==> src/rtl/sonos_pkg.sv <==
// Shared op encodings, FSM state type and counter width for the SONOS pulse sequencer.
package sonos_pkg;

    localparam int unsigned CNT_W = 16;

    localparam logic [1:0] OP_READ    = 2'b00;
    localparam logic [1:0] OP_PROGRAM = 2'b01;
    localparam logic [1:0] OP_ERASE   = 2'b10;
    localparam logic [1:0] OP_ILLEGAL = 2'b11;

    typedef enum logic [2:0] {
        StIdle,
        StSetup,
        StPulse,
        StRecover,
        StDone
    } state_e;

endpackage

==> src/rtl/sonos_sync2.sv <==
// Two-flop synchronizer for the asynchronous sense comparator output.
module sonos_sync2 (
    input  logic clk,
    input  logic rst,
    input  logic d,
    output logic q
);

    logic [1:0] sync_q;

    always_ff @(posedge clk) begin
        if (rst) begin
            sync_q <= 2'b00;
        end else begin
            sync_q <= {sync_q[0], d};
        end
    end

    assign q = sync_q[1];

endmodule

==> src/rtl/sonos_pulse_sequencer.sv <==
// Timed SETUP/PULSE/RECOVER sequencer driving the SONOS cell array drivers.
// Define SONOS_PROGRAM_VERIFY_EN to add read-back verify with retries after PROGRAM.
module sonos_pulse_sequencer
    import sonos_pkg::*;
#(
    parameter int unsigned ADDR_W        = 4,
    parameter int unsigned SETTLE_CYCLES = 4,
    parameter int unsigned PGM_CYCLES    = 200,
    parameter int unsigned ERS_CYCLES    = 1000,
    parameter int unsigned RD_CYCLES     = 8,
    parameter int unsigned MAX_RETRY     = 3
) (
    input  logic              clk,
    input  logic              rst,
    input  logic              cmd_valid,
    output logic              cmd_ready,
    input  logic [1:0]        cmd_op,
    input  logic [ADDR_W-1:0] cmd_addr,
    output logic              rsp_valid,
    output logic              rsp_data,
    output logic              rsp_err,
    output logic              busy,
    output logic [ADDR_W-1:0] wl_addr,
    output logic              drv_pgm,
    output logic              drv_ers,
    output logic              drv_rd,
    output logic              sense_strobe,
    input  logic              sense_in
);

    if (SETTLE_CYCLES < 1 || SETTLE_CYCLES > 65535) begin : gen_bad_settle
        $error("SETTLE_CYCLES out of range");
    end
    if (PGM_CYCLES < 1 || PGM_CYCLES > 65535) begin : gen_bad_pgm
        $error("PGM_CYCLES out of range");
    end
    if (ERS_CYCLES < 1 || ERS_CYCLES > 65535) begin : gen_bad_ers
        $error("ERS_CYCLES out of range");
    end
    if (RD_CYCLES < 1 || RD_CYCLES > 65535) begin : gen_bad_rd
        $error("RD_CYCLES out of range");
    end
    if (MAX_RETRY > 65535) begin : gen_bad_retry
        $error("MAX_RETRY out of range");
    end

    // Counter loads N-1 on phase entry and the phase ends at zero.
    localparam logic [CNT_W-1:0] SettleLd = CNT_W'(SETTLE_CYCLES - 1);
    localparam logic [CNT_W-1:0] PgmLd    = CNT_W'(PGM_CYCLES - 1);
    localparam logic [CNT_W-1:0] ErsLd    = CNT_W'(ERS_CYCLES - 1);
    localparam logic [CNT_W-1:0] RdLd     = CNT_W'(RD_CYCLES - 1);

    state_e             state_q, state_d;
    logic [CNT_W-1:0]   cnt_q, cnt_d;
    logic [1:0]         op_q, op_d;
    logic [ADDR_W-1:0]  addr_q, addr_d;
    logic               sense_q, sense_d;
    logic               rsp_data_q, rsp_data_d;
    logic               rsp_err_q, rsp_err_d;
    logic               sense_sync;
    logic               cnt_done;
    logic               rd_pulse;
    logic               in_pulse;
    logic [CNT_W-1:0]   pulse_ld;

`ifdef SONOS_PROGRAM_VERIFY_EN
    logic               vfy_q, vfy_d;
    logic [CNT_W-1:0]   retry_q, retry_d;
`endif

    sonos_sync2 u_sense_sync (
        .clk (clk),
        .rst (rst),
        .d   (sense_in),
        .q   (sense_sync)
    );

    assign cnt_done = (cnt_q == '0);
    assign in_pulse = (state_q == StPulse);

`ifdef SONOS_PROGRAM_VERIFY_EN
    assign rd_pulse = (op_q == OP_READ) || vfy_q;
`else
    assign rd_pulse = (op_q == OP_READ);
`endif

    always_comb begin
        pulse_ld = ErsLd;
        if (rd_pulse) begin
            pulse_ld = RdLd;
        end else if (op_q == OP_PROGRAM) begin
            pulse_ld = PgmLd;
        end
    end

    assign cmd_ready    = (state_q == StIdle);
    assign busy         = (state_q != StIdle);
    assign rsp_valid    = (state_q == StDone);
    assign drv_rd       = in_pulse && rd_pulse;
    assign drv_pgm      = in_pulse && !rd_pulse && (op_q == OP_PROGRAM);
    assign drv_ers      = in_pulse && (op_q == OP_ERASE);
    assign sense_strobe = drv_rd && cnt_done;
    assign wl_addr      = addr_q;
    assign rsp_data     = rsp_data_q;
    assign rsp_err      = rsp_err_q;

    always_comb begin
        state_d    = state_q;
        cnt_d      = cnt_q;
        op_d       = op_q;
        addr_d     = addr_q;
        rsp_data_d = rsp_data_q;
        rsp_err_d  = rsp_err_q;
        sense_d    = sense_strobe ? sense_sync : sense_q;
`ifdef SONOS_PROGRAM_VERIFY_EN
        vfy_d      = vfy_q;
        retry_d    = retry_q;
`endif

        unique case (state_q)
            StIdle: begin
                if (cmd_valid) begin
                    op_d   = cmd_op;
                    addr_d = cmd_addr;
`ifdef SONOS_PROGRAM_VERIFY_EN
                    vfy_d   = 1'b0;
                    retry_d = '0;
`endif
                    if (cmd_op == OP_ILLEGAL) begin
                        state_d    = StDone;
                        rsp_err_d  = 1'b1;
                        rsp_data_d = 1'b0;
                    end else begin
                        state_d = StSetup;
                        cnt_d   = SettleLd;
                    end
                end
            end
            StSetup: begin
                cnt_d = cnt_q - 1'b1;
                if (cnt_done) begin
                    state_d = StPulse;
                    cnt_d   = pulse_ld;
                end
            end
            StPulse: begin
                cnt_d = cnt_q - 1'b1;
                if (cnt_done) begin
                    state_d = StRecover;
                    cnt_d   = SettleLd;
                end
            end
            StRecover: begin
                cnt_d = cnt_q - 1'b1;
                if (cnt_done) begin
                    state_d    = StDone;
                    rsp_err_d  = 1'b0;
                    rsp_data_d = (op_q == OP_READ) ? sense_q : 1'b0;
`ifdef SONOS_PROGRAM_VERIFY_EN
                    if (op_q == OP_PROGRAM && !vfy_q) begin
                        // Program pulse finished: run a read-back at the same address.
                        state_d = StSetup;
                        cnt_d   = SettleLd;
                        vfy_d   = 1'b1;
                    end else if (op_q == OP_PROGRAM && sense_q) begin
                        if (retry_q < CNT_W'(MAX_RETRY)) begin
                            state_d = StSetup;
                            cnt_d   = SettleLd;
                            vfy_d   = 1'b0;
                            retry_d = retry_q + 1'b1;
                        end else begin
                            rsp_err_d  = 1'b1;
                            rsp_data_d = 1'b1;
                        end
                    end
`endif
                end
            end
            StDone: begin
                state_d = StIdle;
            end
            default: begin
                state_d = StIdle;
            end
        endcase
    end

    always_ff @(posedge clk) begin
        if (rst) begin
            state_q    <= StIdle;
            cnt_q      <= '0;
            op_q       <= OP_READ;
            addr_q     <= '0;
            sense_q    <= 1'b0;
            rsp_data_q <= 1'b0;
            rsp_err_q  <= 1'b0;
`ifdef SONOS_PROGRAM_VERIFY_EN
            vfy_q      <= 1'b0;
            retry_q    <= '0;
`endif
        end else begin
            state_q    <= state_d;
            cnt_q      <= cnt_d;
            op_q       <= op_d;
            addr_q     <= addr_d;
            sense_q    <= sense_d;
            rsp_data_q <= rsp_data_d;
            rsp_err_q  <= rsp_err_d;
`ifdef SONOS_PROGRAM_VERIFY_EN
            vfy_q      <= vfy_d;
            retry_q    <= retry_d;
`endif
        end
    end

endmodule

==> config.mk <==
export PLATFORM = sky130hd
export DESIGN_NAME = sonos_pulse_sequencer
export DESIGN_NICKNAME = d
export VERILOG_FILES = /design/src/rtl/sonos_pkg.sv /design/src/rtl/sonos_sync2.sv /design/src/rtl/sonos_pulse_sequencer.sv
export SDC_FILE = /design/constraint.sdc
export NUM_CORES = 1
export LEC_CHECK = 0
export CORE_MARGIN = 2
export CORE_UTILIZATION = 41
export CTS_CLUSTER_DIAMETER = 40
export CTS_CLUSTER_SIZE = 16
export DETAILED_ROUTE_END_ITERATION = 10
export PLACE_DENSITY = 0.64
export RECOVER_POWER = 25
export SYNTH_ARGS = -nofsm -noshare
export SYNTH_HDL_FRONTEND = slang
export SYNTH_SLANG_ARGS = --single-unit
==> constraint.sdc <==
create_clock -name clk -period 2.85 [get_ports clk]
set_input_delay 0.57 -clock clk [delete_from_list [all_inputs] [get_ports clk]]
set_output_delay 0.57 -clock clk [all_outputs]
set_load 0.1 [all_outputs]
Yosys cells after proc, flatten, opt, wreduce, memory -nomap -nowiden. Index checks and enable logic that the tools add are counted.

Multiplexer cells: 22. Reduce and logical (&&, ||, !) cells: 16. Add/subtract/negate cells: 1. Equality and inequality tests: 13.

Operator list (number): 2-to-1 mux 16 bit (4); case mux 16 bit (4 select lines) (1); 2-to-1 mux 10 bit (2); logical NOT 16 bit (1); subtractor 16 x 1 -> 16 bit (second input constant) (1); 2-to-1 mux 3 bit (5); case mux 3 bit (4 select lines) (1); inequality test 2 bit (second input constant) (5); AND reduction 4 bit (2); 2-to-1 mux 1 bit (7); equality test 3 x 2 -> 1 bit (second input constant) (2); logical AND 1 bit (5); equality test 2 bit (second input constant) (2); case mux 1 bit (2 select lines) (2); nonzero test 4 bit (1); equality test 3 x 1 -> 1 bit (second input constant) (1); equality test 3 bit (second input constant) (1); logical NOT 3 bit (1); AND reduction 3 bit (1); nonzero test 3 bit (1); equality test 2 x 1 -> 1 bit (second input constant) (1); logical NOT 2 bit (1); inequality test 2 x 1 -> 1 bit (second input constant) (1); AND reduction 2 bit (1); 2 further kinds (2).

Output and inout bits: 13. Flip-flop bits (word level): 30. Input port bits: 10.

Depth between registers and ports, before layout. Gate-level depths: netlist of run 1.

Depth in word-level cells: 5. Mapped depth: 7. Mapped depth without buffers: 7.

Hierarchy. Synthesis of run 1 repeated with hierarchy kept, for this count alone.

Cell total of the unflattened synthesis: 193. Area, all modules: 1652.8 µm².

Modules (own cells, without submodules): sonos_pulse_sequencer (instances 1, area each 1600.3 µm², cells an instance 189); sonos_sync2 (instances 1, area each 52.6 µm², cells an instance 4).

Least setup slack after synthesis of run 1. OpenSTA, ideal clock, no wires.

Path kind: register to output. From: register state_q[1]. To: output busy. Slack: -1526 ps. Cell stages (with the launch flop): 3. Data required time: 2280 ps. Arrival time: 3806 ps. Cells stage by stage: dfxtp_1 -> nor3_1 -> inv_1.

Longest elaborated chain between the ends: 1.

Ends and longest elaborated chain: from (decl) (line sonos_pulse_sequencer.sv:53) `state_e state_q, state_d;`; from (signal assigned) (line sonos_pulse_sequencer.sv:190) `state_q <= StIdle;`; from (signal assigned) (line sonos_pulse_sequencer.sv:202) `state_q <= state_d;`; nonzero test 3 bit (line sonos_pulse_sequencer.sv:97) `assign busy = (state_q != StIdle);`; to (decl) (line sonos_pulse_sequencer.sv:22) `output logic busy,`.

No other way between the ends.

Worst setup path in the final report of run 1.
From: register cnt_q[0]. To: output sense_strobe.

Longest elaborated chain between the ends: 2.

Ends and longest elaborated chain: from (decl) (line sonos_pulse_sequencer.sv:54) `logic [CNT_W-1:0] cnt_q, cnt_d;`; from (signal assigned) (line sonos_pulse_sequencer.sv:203) `cnt_q <= cnt_d;`; logical NOT 16 bit (line sonos_pulse_sequencer.sv:78) `assign cnt_done = (cnt_q == '0);`; logical AND 1 bit (line sonos_pulse_sequencer.sv:102) `assign sense_strobe = drv_rd && cnt_done;`; to (decl) (line sonos_pulse_sequencer.sv:27) `output logic sense_strobe,`.

No other way between the ends.

==> results of run 1 <==
-- flip-flops by register name, indices dropped and copies added, names as in the netlist --
signal and cells:
state_q 3, sense_q 1, cnt_q 16, op_q 2, wl_addr 4, u_sense_sync.sync_q 2, rsp_err 1, rsp_data 1
-- per-layer routing --
layer  GRT usage  routed length [um]  share of wire
met5           0                   0              0
met4      0.0765                  58          0.016
met2       0.339                1840           0.49
met3      0.0608                 150          0.040
met1       0.230                1680           0.45
-- logic make-up (layout without fill, tap and decap cells) --
kind of cell,count (synthesis),in the layout,synth area share
buffers and inverters,14,40,0.0348
DFF,30,30,0.372
AOI/OAI and AO/OA,33,33,0.144
and+or+nand+nor,89,89,0.314
xor gates and xnor gates,7,7,0.0379
adders and majority gates,3,3,0.0224
muxes,12,12,0.0751
-- worst max-delay path, stage by stage (launching register included) --
cell,delay [ns]
dfxtp_1,0.36
inv_1,0.10
ha_1,0.15
nor4b_2,0.34
and4_1,0.32
and2_2,0.22
buf_12,0.18
-- final cells by class --
cell class	count	area, um2
Clock buffer	7	86.3
Clock inverter	1	5.00
Fill cell	368	1760
Inverter	6	22.5
Multi-Input combinational cell	144	970
Sequential cell	30	601
Tap cell	48	60.1
Timing Repair Buffer	26	208
-- path summary, 6_finish.rpt --
path,start,end,slack (ns),cells after the start
hold / removal,u_sense_sync.sync_q[0]$_SDFF_PP0_,u_sense_sync.sync_q[1]$_SDFF_PP0_,0.44,1
hold reg to reg,u_sense_sync.sync_q[0]$_SDFF_PP0_,u_sense_sync.sync_q[1]$_SDFF_PP0_,0.44,1
setup reg to reg,cnt_q[0]$_SDFFE_PP0P_,cnt_q[6]$_SDFFE_PP0P_,0.68,7
setup / recovery,cnt_q[0]$_SDFFE_PP0P_,sense_strobe,0.31,6
-- per-stage QoR --
stage               utilization  instances  setup TNS (ns)  area (um2)
global route              0.525        262               0        1950
detailed placement        0.508        254               0        1890
finish                    0.525        262               0        1950
CTS                       0.533        262               0        1980
floorplan                     -        188          -0.255        1630
global placement          0.508        254               0        1890
-- cells in the final DEF (no fill, tap or decap), drive strengths merged, types with 2 or more instances in the layout --
master	n
a21oi	7
a2bb2oi	2
a31oi	3
a41oi	2
and2	3
and3	2
buf	11
clkbuf	13
clkdlybuf4s50	8
dfxtp	30
ha	2
inv	6
mux2i	11
nand2	16
nand2b	6
nand3	6
nand3b	3
nand4	3
nor2	23
nor2b	5
nor3	8
nor4	6
nor4b	3
o21ai	7
or2	2
xnor2	4
xor2	3
==> metrics.cfg, run 1 <==
[global_route]
grt_usage = 0.198
grt_max_degree = 15
grt_pass1_vias = 1433
antenna_found_initial = 0
gr-total-overflow = 0
grt_pass1_wl_um = 6620

[synth]
synth.most_common_cell = dfxtp_1
syn_area_per_cell_um2 = 8.60
ys_ff_latch = 30
synth_area_um2 = 1620
async_flop_share = 0
synth.area.top_cells = dfxtp_1 (37%), mux2i_1 (6.8%), nor2_1 (5.3%)
yosys_most_used_dff = dfxtp_1
synthCells = 188
syn_nets = 200
yosys_warnings = 0
yosys.area.top_type = dfxtp_1
ys_types = 48
ys_seq_area_frac = 0.372
synth_edf_count = 0
synth_common_cells = dfxtp_1 (30), nor2_1 (23), nand2_1 (16)
synth_top_area_frac = 0.372

[drt]
drt_first_pass_iters = 5
drt-vias-per-instance = 5.41
antenna_left = 0
num_vias = 1418
wl_per_cell_um = 14.2
wirelength_um = 3730
drc = 0
drt_iter0_markers = 113

[timing]
rsz0062_at_grt = no
maxSlewViolCount = 0
fmax_mhz = 394
tightestPinTransition_ns = 1.17
relSlewSlack = 0.223
finalCritPeriodShare = 0.890
whs_ns = 0.443
worst_slack_ns = 0.314
fin_crit_ns = 2.54
fin_worst_skew_ns = 0.00990
finalSetupViolations = 0
hold_violations = 0

[final_layout]
layout.nets = 225
diodes = 0
areaGrowthSynthToFinish_pct = 20.7
drive_above_1_share = 0.154

[status]
status = complete, no violations

[clock_tree]
cts_buffer_depth = 2
cts_root_buf = clkbuf_8
post_cts_resized = 0
htree_levels = 2
holdBufCountCts = 0
cts.sinks = 30
insertion_delay_ns = 0.29
cts_setup_buffers = 0
cts_buffers = 5
clk_pin_slew_ns = 0.07
cts_tree = done

[worst_setup_path]
startpoint_type = flop
worstPathRequired_ns = 2.28
arrival_ns = 1.97
critical_path_class = reg2out
worstPathMaxFanout = 5
worst_setup_path_end_kind = output port

[placed_design]
hpwl_um = 2790
io_buffer_count = 22
place_worst_setup_slack_ns = 0.539
gp_congestion = 0.833

[floorplanning]
core_area_um2 = 3720
die_height_um = 66.8
io_pins = 23
rows = 22
die_x_um = 66.8
initial_utilization = 0.435
dieArea_um2 = 4460

[job]
drv_cap = 0

[worst_hold_path]
hp-class = reg2reg

Power of run 1 is not shown: default switching activity piles up to over one toggle a cycle in this logic, so the estimate is an artifact.
==> run 2: changes to the inputs <==
--- a/config.mk
+++ b/config.mk
@@ -10,8 +10,10 @@
 export CTS_CLUSTER_DIAMETER = 40
 export CTS_CLUSTER_SIZE = 16
 export DETAILED_ROUTE_END_ITERATION = 10
+export GPL_TIMING_DRIVEN = 0
 export PLACE_DENSITY = 0.64
 export RECOVER_POWER = 25
+export SLEW_MARGIN = 40
 export SYNTH_ARGS = -nofsm -noshare
 export SYNTH_HDL_FRONTEND = slang
 export SYNTH_SLANG_ARGS = --single-unit
==> run 2 against run 1 <==
Register-to-register slack got worse by 0.03 ns. Critical path depth stayed put. Fmax decreased by 5.3%. First-iteration DRC count down 51%. Clock skew down 0.0023 ns. Via count rose by 5.1%. Utilization up 0.20 points.
==> metrics.cfg, run 2 (synthesis results as in run 1) <==
[final_layout]
fillers = 373
layout.nets = 229
final_cells = 265
diodes = 0
drive_above_1_share = 0.147
layout_common_cells = dfxtp_1 (30), nor2_1 (23), nand2_1 (16)
largest_register_ffs = 16
utilization = 0.527
largest-register = cnt_q
sequential_cell_area_um2 = 601
areaGrowthSynthToFinish_pct = 21.2
multi_input_area_um2 = 980
final_common_cell = dfxtp_1

[floorplanning]
dieArea_um2 = 4460
die_height_um = 66.8
initial_utilization = 0.435
core_area_um2 = 3720
die_x_um = 66.8
io_pins = 23
rows = 22

[placed_design]
place_worst_setup_slack_ns = 0.370
gp_congestion = 0.860
io_buffer_count = 22
hpwl_um = 2860
dp_cells = 258

[worst_setup_path]
startpoint_type = flop
crit_slowest_cell = nor4b_2
worstPathMaxFanout = 5
critical_path_class = reg2out
max_stage_delay_ns = 0.36
worst_setup_path_end_kind = output port
worstPathRequired_ns = 2.28
crit_chain = inv_1, ha_1, nor4b_2, and4_1, and2_2, clkbuf_4
r2r_setup_slack_ns = 0.65
arrival_ns = 2.11

[drt]
drt_first_pass_iters = 4
antenna_left = 0
drt_iter0_markers = 55
wl_per_cell_um = 14.7
wirelength_um = 3900
num_vias = 1490
drt-vias-per-instance = 5.62
drc = 0

[clock_tree]
clk_pin_slew_ns = 0.06
insertion_delay_ns = 0.28
cts_tree = done
cts.sinks = 30
htree_levels = 2
cts_root_buf = clkbuf_8
cts_buffers = 5
cts_buffer_depth = 2

[timing]
fin_worst_skew_ns = 0.00765
finalCritPeriodShare = 0.939
fmax_mhz = 373
relSlewSlack = 0.216
tightestPinTransition_ns = 1.18
maxSlewViolCount = 0
worst_slack_ns = 0.173
fin_crit_ns = 2.68
finalSetupViolations = 0
hold_violations = 0
rsz0062_at_grt = no

[global_route]
antenna_found_initial = 0
grt_pass1_wl_um = 6490
grt_pass1_vias = 1443
grt_max_degree = 11
gr-total-overflow = 0
grt_usage = 0.194

[worst_hold_path]
hp-class = reg2reg

[job]
drv_cap = 0

[status]
status = complete, no violations

-- run 2: cell types whose count changed in the layout (fill, tap and decap cells not counted) --
cell and delta:
nor3_2 +2, and2_1 +1, clkbuf_4 +1, bufinv_16 +1
and2_0 -1, buf_2 +6, buf_4 -9, clkbuf_1 +6
nor3_1 -2, clkinv_2 -1, buf_12 -1
-- run 2: path summary, 6_finish.rpt --
| check | startpoint | to | cells after the start |
|---|---|---|---|
| setup reg to reg | cnt_q[0]$_SDFFE_PP0P_ | cnt_q[4]$_SDFFE_PP0P_ | 7 |
| setup / recovery | cnt_q[0]$_SDFFE_PP0P_ | sense_strobe | 6 |
| hold / removal | u_sense_sync.sync_q[0]$_SDFF_PP0_ | u_sense_sync.sync_q[1]$_SDFF_PP0_ | 1 |
| hold reg to reg | u_sense_sync.sync_q[0]$_SDFF_PP0_ | u_sense_sync.sync_q[1]$_SDFF_PP0_ | 1 |
-- run 2: critical path, delay by kind of cell, from the launching register on --
family / cells / cell delay (ns)
fa+ha+maj: 1 / 0.15
simple gates: 3 / 0.91
flops: 1 / 0.35
buf+inv: 2 / 0.42
-- run 2: repair_timing --
action | 4_1_cts | 5_1_grt
hold buffers | 0 | 0
endpoints found under the setup margin | 0 | 1
gates resized for setup | 0 | 2
buffers inserted | 0 | 0
-- run 2: cell type report --
type | instances | area share
clock buffers | 6 | 0.0421
clock inverters | 1 | 0.0153
repair buffers | 22 | 0.0766
well taps | 48 | 0.0307
flip-flops and latches | 30 | 0.307
multi-input cells | 144 | 0.500
inverters | 6 | 0.0115
plain buffers | 8 | 0.0172
-- run 2: metal layers --
| layer | vias to the layer above | GRT usage | wire, um |
|---|---|---|---|
| met4 | 0 | 0.0842 | 55 |
| met3 | 7 | 0.0490 | 130 |
| met2 | 23 | 0.315 | 1880 |
| met1 | 732 | 0.243 | 1830 |
| met5 | - | 0 | 0 |
| li1 | 728 | - | - |
-- run 2: per-stage QoR --
stage / hold WS, ns / instance area (um2) / setup TNS, ns
after floorplan: 0.414 / 1630 / -0.255
after global placement: 0.429 / 1910 / -0.343
after detailed placement: 0.443 / 1850 / 0
after CTS: 0.452 / 1960 / 0
after global routing: 0.468 / 1960 / 0
final: 0.447 / 1960 / 0
Power of run 2 is left out for the same reason.
==> run 3: changes to the inputs <==
--- a/config.mk
+++ b/config.mk
@@ -7,10 +7,12 @@
 export LEC_CHECK = 0
 export CORE_MARGIN = 2
 export CORE_UTILIZATION = 41
+export CTS_BUF_LIST = sky130_fd_sc_hd__clkbuf_16
 export CTS_CLUSTER_DIAMETER = 40
 export CTS_CLUSTER_SIZE = 16
 export DETAILED_ROUTE_END_ITERATION = 10
 export GPL_TIMING_DRIVEN = 0
+export HOLD_SLACK_MARGIN = 0.08
 export PLACE_DENSITY = 0.64
 export RECOVER_POWER = 25
 export SLEW_MARGIN = 40
==> run 3 against run 2 <==
Die area unchanged. Via count is 0.60% higher. Global-route usage rose by 0.21 points. Clock skew down 0.0015 ns. Setup slack improved by 0.016 ns. Register-to-register slack about the same. Fmax rose by 0.61%. Sequential cell count unchanged. Critical path depth stayed put.
==> metrics.cfg, run 3 (synthesis results as in run 1) <==
[placed_design]
place_worst_setup_slack_ns = 0.370
dpl_cell_area_um2 = 1850
hpwl_um = 2860
io_buffer_count = 22
gp_congestion = 0.860

[drt]
drc = 0
wirelength_um = 3930
drt_first_pass_iters = 4
wl_per_cell_um = 14.8
drt_iter0_markers = 60
num_vias = 1499
drt-vias-per-instance = 5.66
antenna_left = 0

[timing]
rsz0062_at_grt = no
whs_ns = 0.444
tightestPinTransition_ns = 1.18
worst_slack_ns = 0.189
fmax_mhz = 376
hold_violations = 0
fin_crit_ns = 2.66
finalSetupViolations = 0
fin_worst_skew_ns = 0.00619
relSlewSlack = 0.215
maxSlewViolCount = 0
finalCritPeriodShare = 0.934

[final_layout]
final_common_cell = dfxtp_1
fin_area_um2 = 2010
layout_common_cells = dfxtp_1 (30), nor2_1 (23), nand2_1 (16)
layout.nets = 229
largest_register_ffs = 16
diodes = 0
utilization = 0.540
areaGrowthSynthToFinish_pct = 24.1
largest-register = cnt_q
drive_above_1_share = 0.143
fillers = 362

[floorplanning]
dieArea_um2 = 4460
die_x_um = 66.8
core_area_um2 = 3720
initial_utilization = 0.435
die_height_um = 66.8
io_pins = 23
rows = 22

[global_route]
grt_usage = 0.197
antenna_found_initial = 0
grt_pass1_wl_um = 6510
gr-total-overflow = 0
grt_pass1_vias = 1437
grt_max_degree = 11

[clock_tree]
htree_levels = 2
cts_buffers = 5
cts.sinks = 30
cts_buffer_depth = 2
cts_tree = done
cts_root_buf = clkbuf_16
clk_pin_slew_ns = 0.05
insertion_delay_ns = 0.27
holdBufCountCts = 0

[worst_setup_path]
arrival_ns = 2.09
worstPathRequired_ns = 2.28
startpoint_type = flop
worst_setup_path_end_kind = output port
max_stage_delay_ns = 0.35
critical_path_class = reg2out
crit_family = simple AND/OR/NAND/NOR gates
worstPathMaxFanout = 5
crit_chain = inv_1, ha_1, nor4b_2, and4_1, and2_2, clkbuf_4
worst-path-buf-inv = 2
crit_slowest_cell = nor4b_2

[status]
status = complete, no violations

[job]
drv_cap = 0

[worst_hold_path]
hp-class = reg2reg

-- run 3: changes by cell type in the layout (fill, tap and decap cells not counted), sizes merged --
cell	previous run	this run
clkbuf	20	19
clkinv	0	1
-- run 3: per-stage QoR --
stage / TNS, ns / std cells
6_report: 0 / 265
5_1_grt: 0 / 265
4_1_cts: 0 / 265
3_5_place_dp: 0 / 258
3_3_place_gp: -0.343 / 258
2_1_floorplan: -0.255 / 188
-- run 3: final timing paths --
path | startpoint | cells after the start | endpoint | slack [ns]
worst max register to register | cnt_q[0]$_SDFFE_PP0P_ | 7 | cnt_q[3]$_SDFFE_PP0P_ | 0.65
worst max-delay path | cnt_q[0]$_SDFFE_PP0P_ | 6 | sense_strobe | 0.19
worst min-delay path | u_sense_sync.sync_q[0]$_SDFF_PP0_ | 1 | u_sense_sync.sync_q[1]$_SDFF_PP0_ | 0.44
worst min register to register | u_sense_sync.sync_q[0]$_SDFF_PP0_ | 1 | u_sense_sync.sync_q[1]$_SDFF_PP0_ | 0.44
-- run 3: layout make-up --
type	count	area (um2)	area share
plain buffers	8	33.8	0.0168
clock buffers	5	125	0.0624
clock inverters	2	33.8	0.0168
inverters	6	22.5	0.0112
multi-input cells	144	980	0.488
flip-flops and latches	30	601	0.299
well taps	48	60.1	0.0299
repair buffers	22	150	0.0749
-- run 3: timing repair --
action                                  in CTS  in global routing
endpoints found under the setup margin       0                  1
setup buffers                                0                  0
resized for setup                            0                  2
hold endpoints to repair                     0                  0
-- run 3: routing by layer --
| metal | wire length, um | vias up | track usage |
|---|---|---|---|
| met5 | 0 | - | 0 |
| met4 | 61 | 0 | 0.0969 |
| met3 | 148 | 6 | 0.0439 |
| met2 | 1900 | 32 | 0.318 |
| met1 | 1820 | 733 | 0.245 |
| li1 | - | 728 | - |
Power of run 3 is left out for the same reason.
